==> config.mk <==
export PLATFORM = sky130hd
export DESIGN_NAME = adc_burst_sequencer
export DESIGN_NICKNAME = d
export VERILOG_FILES = /design/src/rtl/adc_seq_pkg.sv /design/src/rtl/adc_stat_accum.sv /design/src/rtl/adc_burst_sequencer.sv
export SDC_FILE = /design/constraint.sdc
export NUM_CORES = 1
export LEC_CHECK = 0
export ABC_AREA = 1
export CAP_MARGIN = 20
export CORE_MARGIN = 2
export CORE_UTILIZATION = 40
export DETAILED_ROUTE_END_ITERATION = 12
export GPL_TIMING_DRIVEN = 0
export HOLD_SLACK_MARGIN = 0.08
export PLACE_DENSITY_LB_ADDON = 0.08
export SYNTH_ARGS = -nofsm -noshare
export SYNTH_HDL_FRONTEND = slang
export SYNTH_SLANG_ARGS = --single-unit
==> constraint.sdc <==
create_clock -name clk_i -period 7 [get_ports clk_i]
set_input_delay 1.4 -clock clk_i [delete_from_list [all_inputs] [get_ports clk_i]]
set_output_delay 1.4 -clock clk_i [all_outputs]
set_load 0.02 [all_outputs]
==> src/rtl/adc_seq_pkg.sv <==
// Shared types and defaults for the SAR ADC burst sequencer.
package adc_seq_pkg;

   localparam int RES_W_DEF   = 5;
   localparam int LEN_W_DEF   = 8;
   localparam int GAP_W_DEF   = 8;
   localparam int TMO_CYC_DEF = 64;

   typedef enum logic [2:0] {
      ST_IDLE = 3'd0,
      ST_GO   = 3'd1,
      ST_WAIT = 3'd2,
      ST_GAP  = 3'd3,
      ST_FIN  = 3'd4
   } seq_state_e;

   // Accumulator width: one LEN_W-bit count of RES_W-bit samples cannot overflow it.
   function automatic int sum_width(input int res_w, input int len_w);
      return res_w + len_w;
   endfunction

endpackage

==> src/rtl/adc_stat_accum.sv <==
// Working sum/min/max accumulator plus the published statistics of the last
// completed burst. A publish coinciding with a capture folds that sample in,
// so the final result is visible the cycle after its VALID edge.
module adc_stat_accum
   import adc_seq_pkg::*;
#(
   parameter int  RES_W = RES_W_DEF,
   parameter int  LEN_W = LEN_W_DEF,
   localparam int SUM_W = sum_width(RES_W, LEN_W)
) (
   input  logic             clk_i,
   input  logic             rst_i,
   input  logic             clear_i,
   input  logic             capture_i,
   input  logic             publish_i,
   input  logic [RES_W-1:0] result_i,
   output logic [SUM_W-1:0] sum_o,
   output logic [RES_W-1:0] min_o,
   output logic [RES_W-1:0] max_o
);

   logic [SUM_W-1:0] work_sum_q, work_sum_d;
   logic [RES_W-1:0] work_min_q, work_min_d;
   logic [RES_W-1:0] work_max_q, work_max_d;
   logic [SUM_W-1:0] stat_sum_q, stat_sum_d;
   logic [RES_W-1:0] stat_min_q, stat_min_d;
   logic [RES_W-1:0] stat_max_q, stat_max_d;
   logic [SUM_W-1:0] fold_sum_s;
   logic [RES_W-1:0] fold_min_s;
   logic [RES_W-1:0] fold_max_s;

   // Working values with the incoming sample folded in.
   always_comb begin
      fold_sum_s = work_sum_q + SUM_W'(result_i);
      if (result_i < work_min_q) begin
         fold_min_s = result_i;
      end else begin
         fold_min_s = work_min_q;
      end
      if (result_i > work_max_q) begin
         fold_max_s = result_i;
      end else begin
         fold_max_s = work_max_q;
      end
   end

   // Next-state selection for working and published registers.
   always_comb begin
      work_sum_d = work_sum_q;
      work_min_d = work_min_q;
      work_max_d = work_max_q;
      stat_sum_d = stat_sum_q;
      stat_min_d = stat_min_q;
      stat_max_d = stat_max_q;
      if (clear_i) begin
         work_sum_d = {SUM_W{1'b0}};
         work_min_d = {RES_W{1'b1}};
         work_max_d = {RES_W{1'b0}};
      end else if (capture_i) begin
         work_sum_d = fold_sum_s;
         work_min_d = fold_min_s;
         work_max_d = fold_max_s;
      end else begin
         work_sum_d = work_sum_q;
      end
      if (capture_i && publish_i) begin
         stat_sum_d = fold_sum_s;
         stat_min_d = fold_min_s;
         stat_max_d = fold_max_s;
      end else begin
         stat_sum_d = stat_sum_q;
      end
   end

   // Accumulator and statistics registers.
   always_ff @(posedge clk_i or posedge rst_i) begin
      if (rst_i) begin
         work_sum_q <= {SUM_W{1'b0}};
         work_min_q <= {RES_W{1'b0}};
         work_max_q <= {RES_W{1'b0}};
         stat_sum_q <= {SUM_W{1'b0}};
         stat_min_q <= {RES_W{1'b0}};
         stat_max_q <= {RES_W{1'b0}};
      end else begin
         work_sum_q <= work_sum_d;
         work_min_q <= work_min_d;
         work_max_q <= work_max_d;
         stat_sum_q <= stat_sum_d;
         stat_min_q <= stat_min_d;
         stat_max_q <= stat_max_d;
      end
   end

   assign sum_o = stat_sum_q;
   assign min_o = stat_min_q;
   assign max_o = stat_max_q;

endmodule

==> src/rtl/adc_burst_sequencer.sv <==
// Drives the SAR ADC GO/VALID handshake for bursts of conversions and
// publishes sum/min/max of each completed burst. Runs on the ADC clock.
module adc_burst_sequencer
   import adc_seq_pkg::*;
#(
   parameter int  RES_W   = RES_W_DEF,
   parameter int  LEN_W   = LEN_W_DEF,
   parameter int  GAP_W   = GAP_W_DEF,
   parameter int  TMO_CYC = TMO_CYC_DEF,
   localparam int SUM_W   = sum_width(RES_W, LEN_W)
) (
   input  logic             clk_i,
   input  logic             rst_i,
   input  logic             start_i,
   input  logic             abort_i,
   input  logic [LEN_W-1:0] cfg_len_i,
   input  logic [GAP_W-1:0] cfg_gap_i,
   input  logic             cfg_cont_i,
   input  logic             adc_valid_i,
   input  logic             adc_sample_i,
   input  logic [RES_W-1:0] adc_result_i,
   output logic             adc_go_o,
   output logic             busy_o,
   output logic             done_o,
   output logic             err_tmo_o,
   output logic [SUM_W-1:0] stat_sum_o,
   output logic [RES_W-1:0] stat_min_o,
   output logic [RES_W-1:0] stat_max_o,
   output logic [LEN_W-1:0] stat_cnt_o
);

   localparam int            TW       = (TMO_CYC > 1) ? $clog2(TMO_CYC) : 1;
   localparam logic [TW-1:0] TMO_LAST = TW'(TMO_CYC - 1);

   seq_state_e       state_q, state_d;
   logic [LEN_W-1:0] len_q, len_d;
   logic [LEN_W-1:0] cnt_q, cnt_d;
   logic [GAP_W-1:0] gap_q, gap_d;
   logic [GAP_W-1:0] gap_cnt_q, gap_cnt_d;
   logic [TW-1:0]    tmo_q, tmo_d;
   logic             cont_q, cont_d;
   logic             err_q, err_d;
   logic             valid_q;

   logic             start_ok_s;
   logic             edge_s;
   logic             last_s;
   logic             tmo_exp_s;
   logic             gap_end_s;
   logic             rearm_s;
   logic             clear_s;
   logic             capture_s;
   logic             publish_s;

   // Decoded conditions shared by the FSM and the datapath.
   always_comb begin
      start_ok_s = start_i && (cfg_len_i != {LEN_W{1'b0}}) && !abort_i && (state_q == ST_IDLE);
      edge_s     = adc_valid_i && !valid_q && !abort_i;
      last_s     = ((cnt_q + LEN_W'(1)) == len_q);
      tmo_exp_s  = (tmo_q == TMO_LAST);
      gap_end_s  = (gap_cnt_q == (gap_q - GAP_W'(1)));
      rearm_s    = cont_q && cfg_cont_i;
   end

   // FSM state register.
   always_ff @(posedge clk_i or posedge rst_i) begin
      if (rst_i) begin
         state_q <= ST_IDLE;
      end else begin
         state_q <= state_d;
      end
   end

   // FSM next state; ABORT overrides every transition.
   always_comb begin
      state_d = state_q;
      if (abort_i) begin
         state_d = ST_IDLE;
      end else begin
         case (state_q)
            ST_IDLE: begin
               if (start_ok_s) begin
                  state_d = ST_GO;
               end else begin
                  state_d = ST_IDLE;
               end
            end
            ST_GO:   state_d = ST_WAIT;
            ST_WAIT: begin
               if (edge_s) begin
                  if (last_s) begin
                     state_d = ST_FIN;
                  end else if (gap_q == {GAP_W{1'b0}}) begin
                     state_d = ST_GO;
                  end else begin
                     state_d = ST_GAP;
                  end
               end else if (tmo_exp_s) begin
                  state_d = ST_IDLE;
               end else begin
                  state_d = ST_WAIT;
               end
            end
            ST_GAP: begin
               if (gap_end_s) begin
                  state_d = ST_GO;
               end else begin
                  state_d = ST_GAP;
               end
            end
            ST_FIN: begin
               if (rearm_s) begin
                  state_d = ST_GO;
               end else begin
                  state_d = ST_IDLE;
               end
            end
            default: state_d = ST_IDLE;
         endcase
      end
   end

   // FSM outputs, decoded from the state register.
   always_comb begin
      adc_go_o  = (state_q == ST_GO);
      busy_o    = (state_q != ST_IDLE);
      done_o    = (state_q == ST_FIN);
      err_tmo_o = err_q;
      stat_cnt_o = cnt_q;
   end

   // Datapath next values: config latch, counters, timeout flag, accumulator controls.
   always_comb begin
      len_d     = len_q;
      gap_d     = gap_q;
      cont_d    = cont_q;
      cnt_d     = cnt_q;
      gap_cnt_d = gap_cnt_q;
      tmo_d     = tmo_q;
      err_d     = err_q;
      clear_s   = 1'b0;
      capture_s = 1'b0;
      publish_s = 1'b0;
      if (!abort_i) begin
         case (state_q)
            ST_IDLE: begin
               if (start_ok_s) begin
                  len_d   = cfg_len_i;
                  gap_d   = cfg_gap_i;
                  cont_d  = cfg_cont_i;
                  err_d   = 1'b0;
                  cnt_d   = {LEN_W{1'b0}};
                  clear_s = 1'b1;
               end else begin
                  clear_s = 1'b0;
               end
            end
            ST_GO: tmo_d = {TW{1'b0}};
            ST_WAIT: begin
               if (edge_s) begin
                  capture_s = 1'b1;
                  publish_s = last_s;
                  cnt_d     = cnt_q + LEN_W'(1);
                  gap_cnt_d = {GAP_W{1'b0}};
               end else if (tmo_exp_s) begin
                  err_d = 1'b1;
               end else if (!adc_sample_i) begin
                  // Conversion in progress (SAMPLE high) holds the timeout.
                  tmo_d = tmo_q + TW'(1);
               end else begin
                  tmo_d = tmo_q;
               end
            end
            ST_GAP: gap_cnt_d = gap_cnt_q + GAP_W'(1);
            ST_FIN: begin
               if (rearm_s) begin
                  cnt_d   = {LEN_W{1'b0}};
                  clear_s = 1'b1;
               end else begin
                  clear_s = 1'b0;
               end
            end
            default: clear_s = 1'b0;
         endcase
      end else begin
         clear_s = 1'b0;
      end
   end

   // Datapath registers and VALID edge-detect history.
   always_ff @(posedge clk_i or posedge rst_i) begin
      if (rst_i) begin
         len_q     <= {LEN_W{1'b0}};
         gap_q     <= {GAP_W{1'b0}};
         cont_q    <= 1'b0;
         cnt_q     <= {LEN_W{1'b0}};
         gap_cnt_q <= {GAP_W{1'b0}};
         tmo_q     <= {TW{1'b0}};
         err_q     <= 1'b0;
         valid_q   <= 1'b0;
      end else begin
         len_q     <= len_d;
         gap_q     <= gap_d;
         cont_q    <= cont_d;
         cnt_q     <= cnt_d;
         gap_cnt_q <= gap_cnt_d;
         tmo_q     <= tmo_d;
         err_q     <= err_d;
         valid_q   <= adc_valid_i;
      end
   end

   adc_stat_accum #(
      .RES_W (RES_W),
      .LEN_W (LEN_W)
   ) u_accum (
      .clk_i     (clk_i),
      .rst_i     (rst_i),
      .clear_i   (clear_s),
      .capture_i (capture_s),
      .publish_i (publish_s),
      .result_i  (adc_result_i),
      .sum_o     (stat_sum_o),
      .min_o     (stat_min_o),
      .max_o     (stat_max_o)
   );

endmodule

==> run metrics <==
status=finished, final reports clean; nets@finish=between 700 and 800; antenna violations before repair=0; Post-Place Cells=slightly above 900; R2R Path Start=stat_cnt_o[0]$_DFFE_PP0P_; CP max FO=10; Worst setup SP type=input pin; clock root cell=clkbuf_16; H-Tree Level Count=3; Max Clock Freq=0.308 GHz; Avg Inst Size Synth=between 7 and 8 um^2; post-CTS resize count=0; PortBufs=62; Clk pin slew, worst setup/hold paths=approximately 70 ps; Tcrit/Tclk final=46.3%; # setup viols final=0; Post-DP Area=5980 um^2; Multi-input gate area=about 2500 um^2; syn nets=between 700 and 800; fraction of layout cells with a size suffix above 1=~7.5%; worst skew pair latency=350 ps; Syn. warnings=0; Detailed Routing Iterations Pass 1=5; most common cell after layout, fill and taps aside=nand2_1; largest net degree at the start of global routing=between 50 and 60; CP Data Arrival Time=3530 ps; CP Capture Type=flop; Setup Fix Bufs, Post-CTS=0; die width=around 120 um; IO Count=63; most frequent cells in the layout=nand2_1, dfrtp_1, inv_1; worst r2r path cells=13; count of final max-slew check failures=0; GR Util All Layers=18.9%; Vias/cell=4.78; R2R setup slack=a little under 5000 ps; unique cell type count in the Yosys netlist=34; Rel. slew slack=approximately 62%; register area share after synthesis=between 40% and 50%; final WL=12.1 mm; # rows=a little over 40; FF+latch count, synth=90; core footprint=12,600 um^2; hold_buf cts=0; r2r endpoint=u_accum.min_o[2]$_DFFE_PP0P_; top post-synthesis cells by area=dfrtp_1, nand2_1, inv_1, o21ai_0, ha_1; Clock Sinks=90; Hold Startpoint=u_accum.max_o[4]$_DFFE_PP0P_; type of the worst min-delay path=flop to flop; synth-to-layout area growth=22.8%; Post-Place Setup Slack=roughly 3300 ps; die span in y=roughly 120 um; DR vias=about 4,400; register area=2250 um^2; ANT cells=0; remaining global-route overflow=0; global-route wire length before repair=20.0 mm; Initial Util=approximately two fifths; most area-hungry cell type in the Yosys netlist=dfrtp_1; post-DP HPWL=a little over 9 mm; fin area=6280 um^2; first-iteration detailed-routing DRC count=223; Final TNS setup=0 ps; Leak Pwr=about 3.1 nW; Max-Cap Viols=0; Final Critical Period=3240 ps; Core Util, Final=between 50% and 60%; Non-Filler Instances=922; cell area after technology mapping=a little over 5000 um^2; clk_skew=7.52 ps; Setup crit end=u_accum.work_min_q[0]$_DFFE_PP0P_; CP Launch Point=adc_result_i[4]; VDD IR-drop max=around 0.00015 V; Worst Setup Slack, final=about 3800 ps; fill count=between 1,000 and 1,500; Avg WL per Cell=about 13 um; RSZ-0062 raised after global routing=false; cell count after synthesis=~670; vias in the first global route=around 4,200; CP Class=input pin to flop; CP max stage cell=clkdlybuf4s50_1; WHS=between 400 and 500 ps; slowest stage delay, CP=between 600 and 700 ps; Yosys top cell area share=44.0%; final antenna-violating net count=0; Clock Path Buffers=2; number of CTS-inserted buffers=9; Critical Path RT=approximately 7300 ps; pwr/cell area=approximately 220 nW/um^2; total power=between 1 and 1.5 mW; CTS tree=yes; full die area=around 14,000 um^2; actual transition at the worst max-transition pin=564 ps; post-route DRC violation count=0; Hold Vio Cnt, Final=0; Placer Congestion=slightly below 0.8; critical-path cell list=clkdlybuf4s50_1 > ha_1 > nand2_1 > inv_1 > o21ai_0 > nand3_1 > o21ai_0 > nor2_1 > o21bai_1 > inv_1
[kinds of logic (layout without fill, tap and decap cells)]
logic type	Yosys count	after routing	share of synthesized area, %
simple gates	358	358	31.0
buf+inv	100	179	8.02
flops	90	90	44.0
compound gates	86	86	8.98
fa+ha+maj	20	20	5.04
xor+xnor	17	17	2.91
[synthesized netlist by cell type (all sizes together)]
| cell | count |
|---|---|
| dfrtp | 90 |
| buf | 6 |
| o22ai | 4 |
| nor4 | 3 |
| o211ai | 1 |
| ha | 19 |
| o21bai | 5 |
| a31oi | 2 |
| xnor2 | 5 |
| inv | 88 |
| clkbuf | 6 |
| nand2 | 243 |
| nand3 | 50 |
| o21a | 1 |
| nor3b | 1 |
| a21oi | 18 |
| nor3 | 9 |
| fa | 1 |
| nand4 | 6 |
| o21ai | 55 |
| xor2 | 12 |
| nand3b | 3 |
| nor2 | 43 |
[state kept, by name, summed over array words and instances (netlist names)]
name                cells
gap_q                   8
u_accum.max_o           5
u_accum.work_sum_q     13
tmo_q                   6
valid_q                 1
u_accum.min_o           5
gap_cnt_q               8
stat_cnt_o              8
len_q                   8
u_accum.sum_o          13
err_tmo_o               1
u_accum.work_min_q      5
u_accum.work_max_q      5
cont_q                  1
state_q                 3
[metal layers]
metal,part of all wire [%],up-vias,track usage (%)
met2,46,77,30.8
met1,49,2028,26.0
met3,3.1,14,2.47
met5,0,-,0
met4,1.6,0,7.06
li1,-,2287,-
[worst min path at each step]
stage	depth (start not counted)	to
2_1_floorplan	2	u_accum.work_sum_q[0]$_DFFE_PP0P_
3_3_place_gp	2	u_accum.max_o[1]$_DFFE_PP0P_
3_5_place_dp	2	u_accum.max_o[4]$_DFFE_PP0P_
4_1_cts	2	u_accum.min_o[1]$_DFFE_PP0P_
5_1_grt	2	u_accum.sum_o[7]$_DFFE_PP0P_
6_report	2	u_accum.max_o[4]$_DFFE_PP0P_
[power by group]
part           leakage (nW)  switching (mW)  internal [mW]
Clock                 0.152           0.203          0.289
Combinational          1.80           0.181          0.112
Sequential             1.18          0.0455          0.570
Total                  3.14           0.430          0.972
[worst max-delay path: cells and delay by family]
| family | cells | cell delay (ps) |
|---|---|---|
| AO/OA/AOI/OAI | 3 | 640 |
| buffers and inverters | 3 | 770 |
| AND/OR/NAND/NOR | 3 | 400 |
| adder cells (fa/ha/maj) | 1 | 310 |
[area by class of cell]
type | count | area share (%)
repair buffers | 63 | 10.3
inverters | 88 | 5.34
flip-flops and latches | 90 | 35.8
plain buffers | 12 | 1.23
multi-input cells | 481 | 39.0
clock buffers | 15 | 4.74
well taps | 172 | 3.42
clock inverters | 1 | 0.0796
(Power assumes the default switching activity.)
